### src/rtl/alu_seq_if.sv
// Operand/result handshake bundle for alu_seq.
// master: the issuing stage (drives operands, accepts results).
// slave:  the ALU itself.
interface alu_seq_if #(
    parameter int WIDTH = 16
);
    logic             in_valid;
    logic             in_ready;
    logic [WIDTH-1:0] a;
    logic [WIDTH-1:0] b;
    logic [3:0]       opcode;
    logic             out_valid;
    logic             out_ready;
    logic [WIDTH-1:0] result;
    logic             zero;
    logic             neg;
    logic             carry;
    logic             div_zero;
    logic             illegal;

    modport master (
        output in_valid, a, b, opcode, out_ready,
        input  in_ready, out_valid, result, zero, neg, carry, div_zero, illegal
    );

    modport slave (
        input  in_valid, a, b, opcode, out_ready,
        output in_ready, out_valid, result, zero, neg, carry, div_zero, illegal
    );
endinterface

### src/rtl/alu_seq.sv
// alu_seq: multi-cycle ALU with valid/ready handshakes on both sides.
// Single-cycle ops finish in one cycle. MUL (shift-add) and DIV/MOD
// (restoring) iterate WIDTH times, so they add no wide combinational paths.
// Optional macro FAST_MUL_EN: MUL becomes a single-cycle combinational
// multiply; results are identical either way.
module alu_seq #(
    parameter int WIDTH = 16,
    parameter int SHW   = $clog2(WIDTH)
) (
    input  logic      clk,
    input  logic      rst,
    alu_seq_if.slave  bus
);
    localparam logic [3:0] OP_ADD  = 4'b0000;
    localparam logic [3:0] OP_SUB  = 4'b0001;
    localparam logic [3:0] OP_MUL  = 4'b0010;
    localparam logic [3:0] OP_DIV  = 4'b0011;
    localparam logic [3:0] OP_MOD  = 4'b0100;
    localparam logic [3:0] OP_AND  = 4'b0101;
    localparam logic [3:0] OP_OR   = 4'b0110;
    localparam logic [3:0] OP_NOT  = 4'b0111;
    localparam logic [3:0] OP_SHL  = 4'b1000;
    localparam logic [3:0] OP_SHR  = 4'b1001;
    localparam logic [3:0] OP_SRA  = 4'b1010;
    localparam logic [3:0] OP_SLTU = 4'b1011;
    localparam logic [3:0] OP_SLT  = 4'b1100;

    typedef enum logic [1:0] {S_IDLE, S_BUSY, S_DONE} state_t;

    state_t           state_q, state_d;
    logic [WIDTH-1:0] result_q, result_d;
    logic             zero_q, zero_d;
    logic             neg_q, neg_d;
    logic             carry_q, carry_d;
    logic             div_zero_q, div_zero_d;
    logic             illegal_q, illegal_d;
    logic [3:0]       op_q, op_d;
    // opa: multiplicand (MUL) or dividend shifting into quotient (DIV/MOD)
    // opb: multiplier (MUL) or divisor (DIV/MOD)
    // acc: product accumulator (MUL) or partial remainder (DIV/MOD)
    logic [WIDTH-1:0] opa_q, opa_d;
    logic [WIDTH-1:0] opb_q, opb_d;
    logic [WIDTH-1:0] acc_q, acc_d;
    logic [SHW-1:0]   cnt_q, cnt_d;

    logic             accept;
    logic             div_op;
    logic             iter_op;
    logic [WIDTH:0]   add_full;
    logic [WIDTH:0]   sub_full;
    logic [SHW-1:0]   shamt;
    logic [WIDTH-1:0] fast_res;
    logic             fast_carry;

    logic [WIDTH-1:0] mul_acc_next;
    logic [WIDTH:0]   rem_shift;
    logic [WIDTH-1:0] rem_diff;
    logic             rem_ge;
    logic [WIDTH-1:0] rem_next;
    logic [WIDTH-1:0] quo_next;

    assign accept = bus.in_valid && (state_q == S_IDLE);
    assign div_op = (bus.opcode == OP_DIV) || (bus.opcode == OP_MOD);
`ifdef FAST_MUL_EN
    assign iter_op = div_op;
`else
    assign iter_op = div_op || (bus.opcode == OP_MUL);
`endif

    // Single-cycle datapath, evaluated on the live inputs at accept time
    always_comb begin
        add_full   = {1'b0, bus.a} + {1'b0, bus.b};
        sub_full   = {1'b0, bus.a} - {1'b0, bus.b};
        shamt      = bus.b[SHW-1:0];
        fast_res   = '0;
        fast_carry = 1'b0;
        case (bus.opcode)
            OP_ADD: begin
                fast_res   = add_full[WIDTH-1:0];
                fast_carry = add_full[WIDTH];
            end
            OP_SUB: begin
                // bit WIDTH of the extended difference is the borrow
                fast_res   = sub_full[WIDTH-1:0];
                fast_carry = sub_full[WIDTH];
            end
`ifdef FAST_MUL_EN
            OP_MUL:  fast_res = bus.a * bus.b;
`endif
            OP_AND:  fast_res = bus.a & bus.b;
            OP_OR:   fast_res = bus.a | bus.b;
            OP_NOT:  fast_res = ~bus.a;
            OP_SHL:  fast_res = bus.a << shamt;
            OP_SHR:  fast_res = bus.a >> shamt;
            OP_SRA:  fast_res = $signed(bus.a) >>> shamt;
            OP_SLTU: fast_res = {{(WIDTH-1){1'b0}}, (bus.a < bus.b)};
            OP_SLT:  fast_res = {{(WIDTH-1){1'b0}}, ($signed(bus.a) < $signed(bus.b))};
            default: fast_res = '0;
        endcase
    end

    // One iteration step of shift-add multiply and restoring divide
    always_comb begin
        mul_acc_next = opb_q[0] ? (acc_q + opa_q) : acc_q;
        rem_shift    = {acc_q, opa_q[WIDTH-1]};
        rem_ge       = (rem_shift >= {1'b0, opb_q});
        // when rem_ge the true difference is < divisor, so the low bits suffice
        rem_diff     = rem_shift[WIDTH-1:0] - opb_q;
        rem_next     = rem_ge ? rem_diff : rem_shift[WIDTH-1:0];
        quo_next     = {opa_q[WIDTH-2:0], rem_ge};
    end

    // Control FSM next-state, operand capture and result/flag update
    always_comb begin
        state_d    = state_q;
        result_d   = result_q;
        carry_d    = carry_q;
        div_zero_d = div_zero_q;
        illegal_d  = illegal_q;
        op_d       = op_q;
        opa_d      = opa_q;
        opb_d      = opb_q;
        acc_d      = acc_q;
        cnt_d      = cnt_q;
        case (state_q)
            S_IDLE: begin
                if (accept) begin
                    op_d       = bus.opcode;
                    carry_d    = 1'b0;
                    div_zero_d = 1'b0;
                    illegal_d  = 1'b0;
                    if (div_op && (bus.b == '0)) begin
                        result_d   = (bus.opcode == OP_DIV) ? '1 : bus.a;
                        div_zero_d = 1'b1;
                        state_d    = S_DONE;
                    end else if (iter_op) begin
                        opa_d   = bus.a;
                        opb_d   = bus.b;
                        acc_d   = '0;
                        cnt_d   = '0;
                        state_d = S_BUSY;
                    end else begin
                        result_d  = fast_res;
                        carry_d   = fast_carry;
                        illegal_d = (bus.opcode > OP_SLT);
                        state_d   = S_DONE;
                    end
                end
            end
            S_BUSY: begin
                cnt_d = cnt_q + 1'b1;
                if (op_q == OP_MUL) begin
                    acc_d = mul_acc_next;
                    opa_d = opa_q << 1;
                    opb_d = opb_q >> 1;
                end else begin
                    acc_d = rem_next;
                    opa_d = quo_next;
                end
                if (cnt_q == '1) begin
                    state_d = S_DONE;
                    if (op_q == OP_MUL) begin
                        result_d = mul_acc_next;
                    end else if (op_q == OP_DIV) begin
                        result_d = quo_next;
                    end else begin
                        result_d = rem_next;
                    end
                end
            end
            S_DONE: begin
                if (bus.out_ready) begin
                    state_d = S_IDLE;
                end
            end
            default: state_d = S_IDLE;
        endcase
        zero_d = (result_d == '0);
        neg_d  = result_d[WIDTH-1];
    end

    // State and datapath registers with asynchronous reset
    always_ff @(posedge clk or posedge rst) begin
        if (rst) begin
            state_q    <= S_IDLE;
            result_q   <= '0;
            zero_q     <= 1'b1;
            neg_q      <= 1'b0;
            carry_q    <= 1'b0;
            div_zero_q <= 1'b0;
            illegal_q  <= 1'b0;
            op_q       <= '0;
            opa_q      <= '0;
            opb_q      <= '0;
            acc_q      <= '0;
            cnt_q      <= '0;
        end else begin
            state_q    <= state_d;
            result_q   <= result_d;
            zero_q     <= zero_d;
            neg_q      <= neg_d;
            carry_q    <= carry_d;
            div_zero_q <= div_zero_d;
            illegal_q  <= illegal_d;
            op_q       <= op_d;
            opa_q      <= opa_d;
            opb_q      <= opb_d;
            acc_q      <= acc_d;
            cnt_q      <= cnt_d;
        end
    end

    assign bus.in_ready  = (state_q == S_IDLE);
    assign bus.out_valid = (state_q == S_DONE);
    assign bus.result    = result_q;
    assign bus.zero      = zero_q;
    assign bus.neg       = neg_q;
    assign bus.carry     = carry_q;
    assign bus.div_zero  = div_zero_q;
    assign bus.illegal   = illegal_q;
endmodule

### src/flat_wrapper.sv
// flat-port wrapper written by rule: the top's interface ports become plain ports
module alu_seq_flat 
#(
    parameter int WIDTH = 16,
    parameter int SHW   = $clog2(WIDTH)
)
  (clk, rst, bus_in_valid, bus_a, bus_b, bus_opcode, bus_out_ready, bus_in_ready, bus_out_valid, bus_result, bus_zero, bus_neg, bus_carry, bus_div_zero, bus_illegal);
  alu_seq_if #(.WIDTH(WIDTH)) bus_i ();
  input  logic clk;
  input  logic rst;
  input wire logic [$bits(bus_i.in_valid)-1:0] bus_in_valid;
  input wire logic [$bits(bus_i.a)-1:0] bus_a;
  input wire logic [$bits(bus_i.b)-1:0] bus_b;
  input wire logic [$bits(bus_i.opcode)-1:0] bus_opcode;
  input wire logic [$bits(bus_i.out_ready)-1:0] bus_out_ready;
  output wire logic [$bits(bus_i.in_ready)-1:0] bus_in_ready;
  output wire logic [$bits(bus_i.out_valid)-1:0] bus_out_valid;
  output wire logic [$bits(bus_i.result)-1:0] bus_result;
  output wire logic [$bits(bus_i.zero)-1:0] bus_zero;
  output wire logic [$bits(bus_i.neg)-1:0] bus_neg;
  output wire logic [$bits(bus_i.carry)-1:0] bus_carry;
  output wire logic [$bits(bus_i.div_zero)-1:0] bus_div_zero;
  output wire logic [$bits(bus_i.illegal)-1:0] bus_illegal;
  assign bus_i.in_valid = bus_in_valid;
  assign bus_i.a = bus_a;
  assign bus_i.b = bus_b;
  assign bus_i.opcode = bus_opcode;
  assign bus_i.out_ready = bus_out_ready;
  assign bus_in_ready = bus_i.in_ready;
  assign bus_out_valid = bus_i.out_valid;
  assign bus_result = bus_i.result;
  assign bus_zero = bus_i.zero;
  assign bus_neg = bus_i.neg;
  assign bus_carry = bus_i.carry;
  assign bus_div_zero = bus_i.div_zero;
  assign bus_illegal = bus_i.illegal;
  alu_seq #(.WIDTH(WIDTH), .SHW(SHW)) u_core (.clk(clk), .rst(rst), .bus(bus_i));
endmodule
### config.mk
export PLATFORM = sky130hd
export DESIGN_NAME = alu_seq_flat
export DESIGN_NICKNAME = d
export VERILOG_FILES = /design/src/rtl/alu_seq_if.sv /design/src/rtl/alu_seq.sv /design/src/flat_wrapper.sv
export SDC_FILE = /design/constraint.sdc
export NUM_CORES = 1
export LEC_CHECK = 0
export ABC_AREA = 1
export CAP_MARGIN = 15
export CORE_ASPECT_RATIO = 0.9
export CORE_MARGIN = 2
export CORE_UTILIZATION = 56
export DETAILED_ROUTE_END_ITERATION = 10
export PLACE_DENSITY = 0.88
export SETUP_SLACK_MARGIN = 0.4
export SYNTH_ARGS = -nofsm -noshare
export SYNTH_HDL_FRONTEND = slang
export SYNTH_SLANG_ARGS = --single-unit
### constraint.sdc
create_clock -name clk -period 2.3 [get_ports clk]
set_input_delay 0.345 -clock clk [delete_from_list [all_inputs] [get_ports clk]]
set_output_delay 0.345 -clock clk [all_outputs]
set_load 0.02 [all_outputs]
==> results of run 1 <==
repair_timing:
| item | CTS |
|---|---|
| setup endpoints to repair | 74 |
| pin swaps | 127 |
| endpoints found under the hold margin | 0 |
| gates cloned | 1 |
| setup buffers | 57 |
| resized for setup | 530 |
cells by family after synthesis:
| logic type | synth area share (%) |
|---|---|
| AND/OR/NAND/NOR | 43.6 |
| buffers and inverters | 12.6 |
| AO/OA/AOI/OAI | 14.6 |
| adder cells (fa/ha/maj) | 10.6 |
| flip-flops | 17.9 |
| XOR/XNOR | 0.801 |
routing by layer:
| layer | overflow | GRT usage, % |
|---|---|---|
| met5 | 9 | 80.0 |
| met4 | 195 | 102 |
| met3 | 56 | 88.8 |
| met2 | 337 | 105 |
| met1 | 36 | 91.4 |
through the flow:
stage                     cell area (µm²)  hold slack, ns  setup slack [ns]  instances
after floorplan                     11300           0.454            0.0865       1929
after global placement              14300           0.470            -0.766       2494
after detailed placement            14300           0.478            -0.966       2494
after CTS                           16600           0.484            -0.190       2567
synth_stat cells (3+ instances only):
library cell  count  area, µm²
dfrtp_1          77       1930
o21ai_0         109        546
nand3b_1          7       52.6
xnor2_1           5       43.8
fa_1              4       80.1
buf_6             5       56.3
o21ai_2           3       26.3
nor3_1           10       50.1
o22ai_1          10       62.6
inv_1           252        946
xor2_1            5       43.8
and2_1            6       37.5
or2_2             5       31.3
a22oi_1           4       30.0
o21ai_1          15       75.1
buf_4             4       30.0
nand3_1         249       1250
nor2_2            5       31.3
a21oi_1          87        435
o21a_1            3       22.5
o21bai_1          8       60.1
nand2_1         639       2400
a32o_1            5       50.1
clkbuf_1         24       90.1
nand2_2          10       62.6
inv_2            19       71.3
nor2_1          162        608
buf_1             5       18.8
nand4_1          27        169
buf_2            30        150
ha_1             86       1080
o211ai_1         25        188
==> flow_summary.json, run 1 <==
{
  "post_synth_edffs": 0,
  "htreeDepth": 3,
  "die_width_um": 151,
  "run_status": "aborted with a tool error",
  "postSynth.asyncResetShare_pct": 100,
  "post_synth_instance_area_um2": 10900,
  "failing_step": "global routing",
  "gp_routability_congestion": 1.16,
  "synth_cell_type_count": 52,
  "postSynthAreaPerCell_um2": 5.67,
  "cts-buffers-inserted": 9,
  "die_height_um": 137,
  "port_buffers": 62,
  "io_pins": 63,
  "global_route.overflow_total": 633,
  "maximum_number_of_pins_on_one_net_before_global_route_repair": 79,
  "maximum_clock_insertion_buffer_count": 2,
  "rows": 48,
  "initial_utilization_pct": 57.1,
  "postSynth.topFlopCell": "dfrtp_1",
  "dp.final_hpwl_um": 37900,
  "gate_count_after_technology_mapping": 1929,
  "synth.net_count": 2059,
  "yosys_register_bits": 78,
  "ys_warn_count": 0,
  "seq_area_frac_synth_pct": 17.9,
  "tritoncts_num_sinks": 78,
  "post_cts_hold_buffer_count": 0,
  "ctsRootBufferMaster": "clkbuf_16",
  "grt_overall_usage_pct": 96.0,
  "error": "[ERROR GRT-0232] Routing congestion too high. Check the congestion heatmap in the GUI."
}
==> run 2: changes to the inputs <==
--- a/config.mk
+++ b/config.mk
@@ -7,12 +7,10 @@
 export LEC_CHECK = 0
 export ABC_AREA = 1
 export CAP_MARGIN = 15
-export CORE_ASPECT_RATIO = 0.9
 export CORE_MARGIN = 2
-export CORE_UTILIZATION = 56
+export CORE_UTILIZATION = 40
 export DETAILED_ROUTE_END_ITERATION = 10
-export PLACE_DENSITY = 0.88
-export SETUP_SLACK_MARGIN = 0.4
+export PLACE_DENSITY_LB_ADDON = 0.15
 export SYNTH_ARGS = -nofsm -noshare
 export SYNTH_HDL_FRONTEND = slang
 export SYNTH_SLANG_ARGS = --single-unit
==> constraint.sdc (replaced) <==
create_clock -name clk -period 2.99 [get_ports clk]
set_input_delay 0.4485 -clock clk [delete_from_list [all_inputs] [get_ports clk]]
set_output_delay 0.4485 -clock clk [all_outputs]
set_load 0.02 [all_outputs]
==> flow_summary.json, run 2 <==
{
  "max-vdd-ir-drop_uv": 454,
  "dp_cells": 2522,
  "finish.instance_area_um2": 14300,
  "design.die.area_um2": 28700,
  "io_pins": 63,
  "synth_cell_type_count": 52,
  "remaining_drc_errors": 0,
  "final-instance-count-excl-fill": 2543,
  "final.fill_count": 2869,
  "run_status": "finished clean",
  "die_height_um": 169,
  "fin_skew_ns": 0.0113,
  "dr.pass1.iters": 5,
  "tritoncts_num_sinks": 78,
  "synth.net_count": 2059,
  "cellPowerDensity_nw_per_um2": 796,
  "synth_top_cell_area_share_pct": 21.9,
  "gp_routability_congestion": 1.06,
  "netlist_top_cells_area": "nand2_1, dfrtp_1, nand3_1",
  "cts-buffers-inserted": 9,
  "initial_utilization_pct": 40.7,
  "postSynth.topFlopCell": "dfrtp_1",
  "tritoncts": "done",
  "fmaxAchievable_mhz": 346,
  "hold_slack_ns": 0.463,
  "cp_max_fo": 8,
  "synth_commonest_cells": "nand2_1, inv_1, nand3_1",
  "post_synth_edffs": 0,
  "synth_top_area_cell": "nand2_1",
  "ctsRootBufferMaster": "clkbuf_16",
  "yosys_register_bits": 78,
  "critPathKind": "primary input to flop",
  "mostFrequentLayoutCells": "nand2_1, buf_4, inv_1",
  "drt-initial-drc-count": 1573,
  "placed_area_um2": 13700,
  "ys_warn_count": 0,
  "number_of_global_route_vias_before_repair": 12600,
  "detailroute.via_count": 14000,
  "port_buffers": 62,
  "timing.final.max_slew_violations": 0,
  "maximum_clock_insertion_buffer_count": 2,
  "setup_violations": 0,
  "slew_headroom_pct": 46.9,
  "drt-vias-per-instance": 5.51,
  "path_buf_inv": 4,
  "postSynthAreaPerCell_um2": 5.67,
  "register_area_um2": 1960,
  "clk_pin_slew_ns": 0.07,
  "proportion_of_layout_cells_with_a_drive_suffix_above_1_pct": 17.7,
  "final_power_mw": 11.4,
  "slowest_stage": "nor2_1",
  "worstSetupEndpointType": "flop",
  "gate_count_after_technology_mapping": 1929,
  "cell_with_the_most_instances_on_the_worst_path": "nand2_1",
  "crit_required_ns": 3.28,
  "regs_by_ff_count": "u_core.acc_q (16), u_core.opa_q (16), u_core.opb_q (16)",
  "core_area_um2": 26900,
  "final_hold_viol_count": 0,
  "global_route.overflow_total": 0,
  "wl_per_cell_um": 19.6,
  "arrival_ns": 3.19,
  "grt_antenna_before_repair": 1,
  "worst_hold_path_type": "primary input to asynchronous set/reset pin",
  "final_nets": 2326,
  "period_needed_ns": 2.89,
  "post_cts_hold_buffer_count": 0,
  "finish.utilization_pct": 53.3,
  "cellLeakagePower_nw": 7.68,
  "worstMarginPinSlew_ns": 0.794,
  "grt_overall_usage_pct": 34.4,
  "reg2reg_end": "u_core.bus.zero",
  "seq_area_frac_synth_pct": 17.9,
  "timing.rr.start": "u_core.acc_q[7]",
  "dp.final_hpwl_um": 41300,
  "synth_to_layout_area_growth_pct": 30.9,
  "critical_path.max_stage_delay_ns": 0.62,
  "postRouteAntennaNets": 0,
  "layout.cells.most_common": "nand2_1",
  "period_utilisation_layout_pct": 96.7,
  "die_width_um": 169,
  "maximum_number_of_pins_on_one_net_before_global_route_repair": 70,
  "postSynth.asyncResetShare_pct": 100,
  "setup.worst_path.start_class": "primary input",
  "insertion_delay_ns": 0.35,
  "worstRegToRegCells": 18,
  "cap_violations": 0,
  "cells_along_the_critical_path": "clkdlybuf4s50_1 -> inv_2 -> nand2_1 -> nor2_1 -> buf_4 -> nand2_1 -> nand3_1 -> nor2_1 -> o21ai_1 -> inv_1 -> nand3b_1 -> nand2_1 -> nand2_1 -> nand3_2 -> nand2_2 -> nor2_4 -> nand2_1 -> nor2_1",
  "rows": 60,
  "regToRegSetupSlack_ns": 0.17,
  "detail_route.wirelength_um": 49900,
  "global_route_wire_length_before_repair_um": 74300,
  "htreeDepth": 3,
  "multi_input_comb_area_um2": 7890,
  "cp_top_family": "simple AND/OR/NAND/NOR gates",
  "yosys.cell_count.top_type": "nand2_1",
  "post_synth_instance_area_um2": 10900
}
## run 2: stage by stage
step,setup TNS (ns),setup slack (ns)
2_1_floorplan,0,0.356
3_3_place_gp,-2.65,-0.463
3_5_place_dp,-2.35,-0.500
4_1_cts,0,0.000685
5_1_grt,-0.0221,-0.0221
6_report,0,0.0975
## run 2: cell type report
class                           instances  area share (%)
Clock inverter                          5           0.446
Antenna cell                            1          0.0175
Timing Repair Buffer                  326            18.9
Inverter                              271            7.13
Tap cell                              341            2.98
Sequential cell                        78            13.7
Clock buffer                           11            1.77
Multi-Input combinational cell       1510            55.1
## run 2: kinds of logic (layout without fill, tap and decap cells)
group / after synthesis / count (layout) / synth area share [%]
buffers and inverters: 341 / 613 / 12.6
adders and majority gates: 90 / 90 / 10.6
and+or+nand+nor: 1129 / 1129 / 43.6
other: 0 / 1 / 0
xor gates and xnor gates: 10 / 10 / 0.801
DFF: 78 / 78 / 17.9
AOI/OAI and AO/OA: 281 / 281 / 14.6
## run 2: worst max-delay path by stage
stage,from,endpoint,slack (ns),depth (start not counted)
floorplan,bus_b[3],u_core.bus.zero,0.36,21
global placement,bus_a[5],u_core.bus.zero,-0.46,21
CTS,bus_a[5],u_core.bus.zero,0.0007,18
global route,u_core.acc_q[1],u_core.bus.zero,-0.02,19
detailed placement,bus_b[1],u_core.bus.zero,-0.50,17
finish,bus_opcode[1],u_core.bus.zero,0.1,18
## run 2: repair_timing
| action | 4_1_cts | 5_1_grt |
|---|---|---|
| resized for setup | 6 | 75 |
| hold endpoints to repair | 0 | 0 |
| setup buffers | 0 | 4 |
| setup endpoints to repair | 1 | 6 |
| cloned | 0 | 0 |
| pin swaps | 0 | 7 |
## run 2: report_power, final
| group | leakage, nW | internal, mW | switching (mW) |
|---|---|---|---|
| logic | 6.54 | 3.05 | 5.10 |
| clock network | 0.153 | 0.700 | 0.485 |
| registers | 0.983 | 1.53 | 0.527 |
| total | 7.68 | 5.28 | 6.11 |
## run 2: routing by layer
layer	GRT usage, %	routed length (µm)
met5	0.870	37
met4	11.0	1710
met3	9.35	5510
met2	48.2	19900
met1	50.6	22800
No activity file was read; power rests on OpenSTA's default activity.
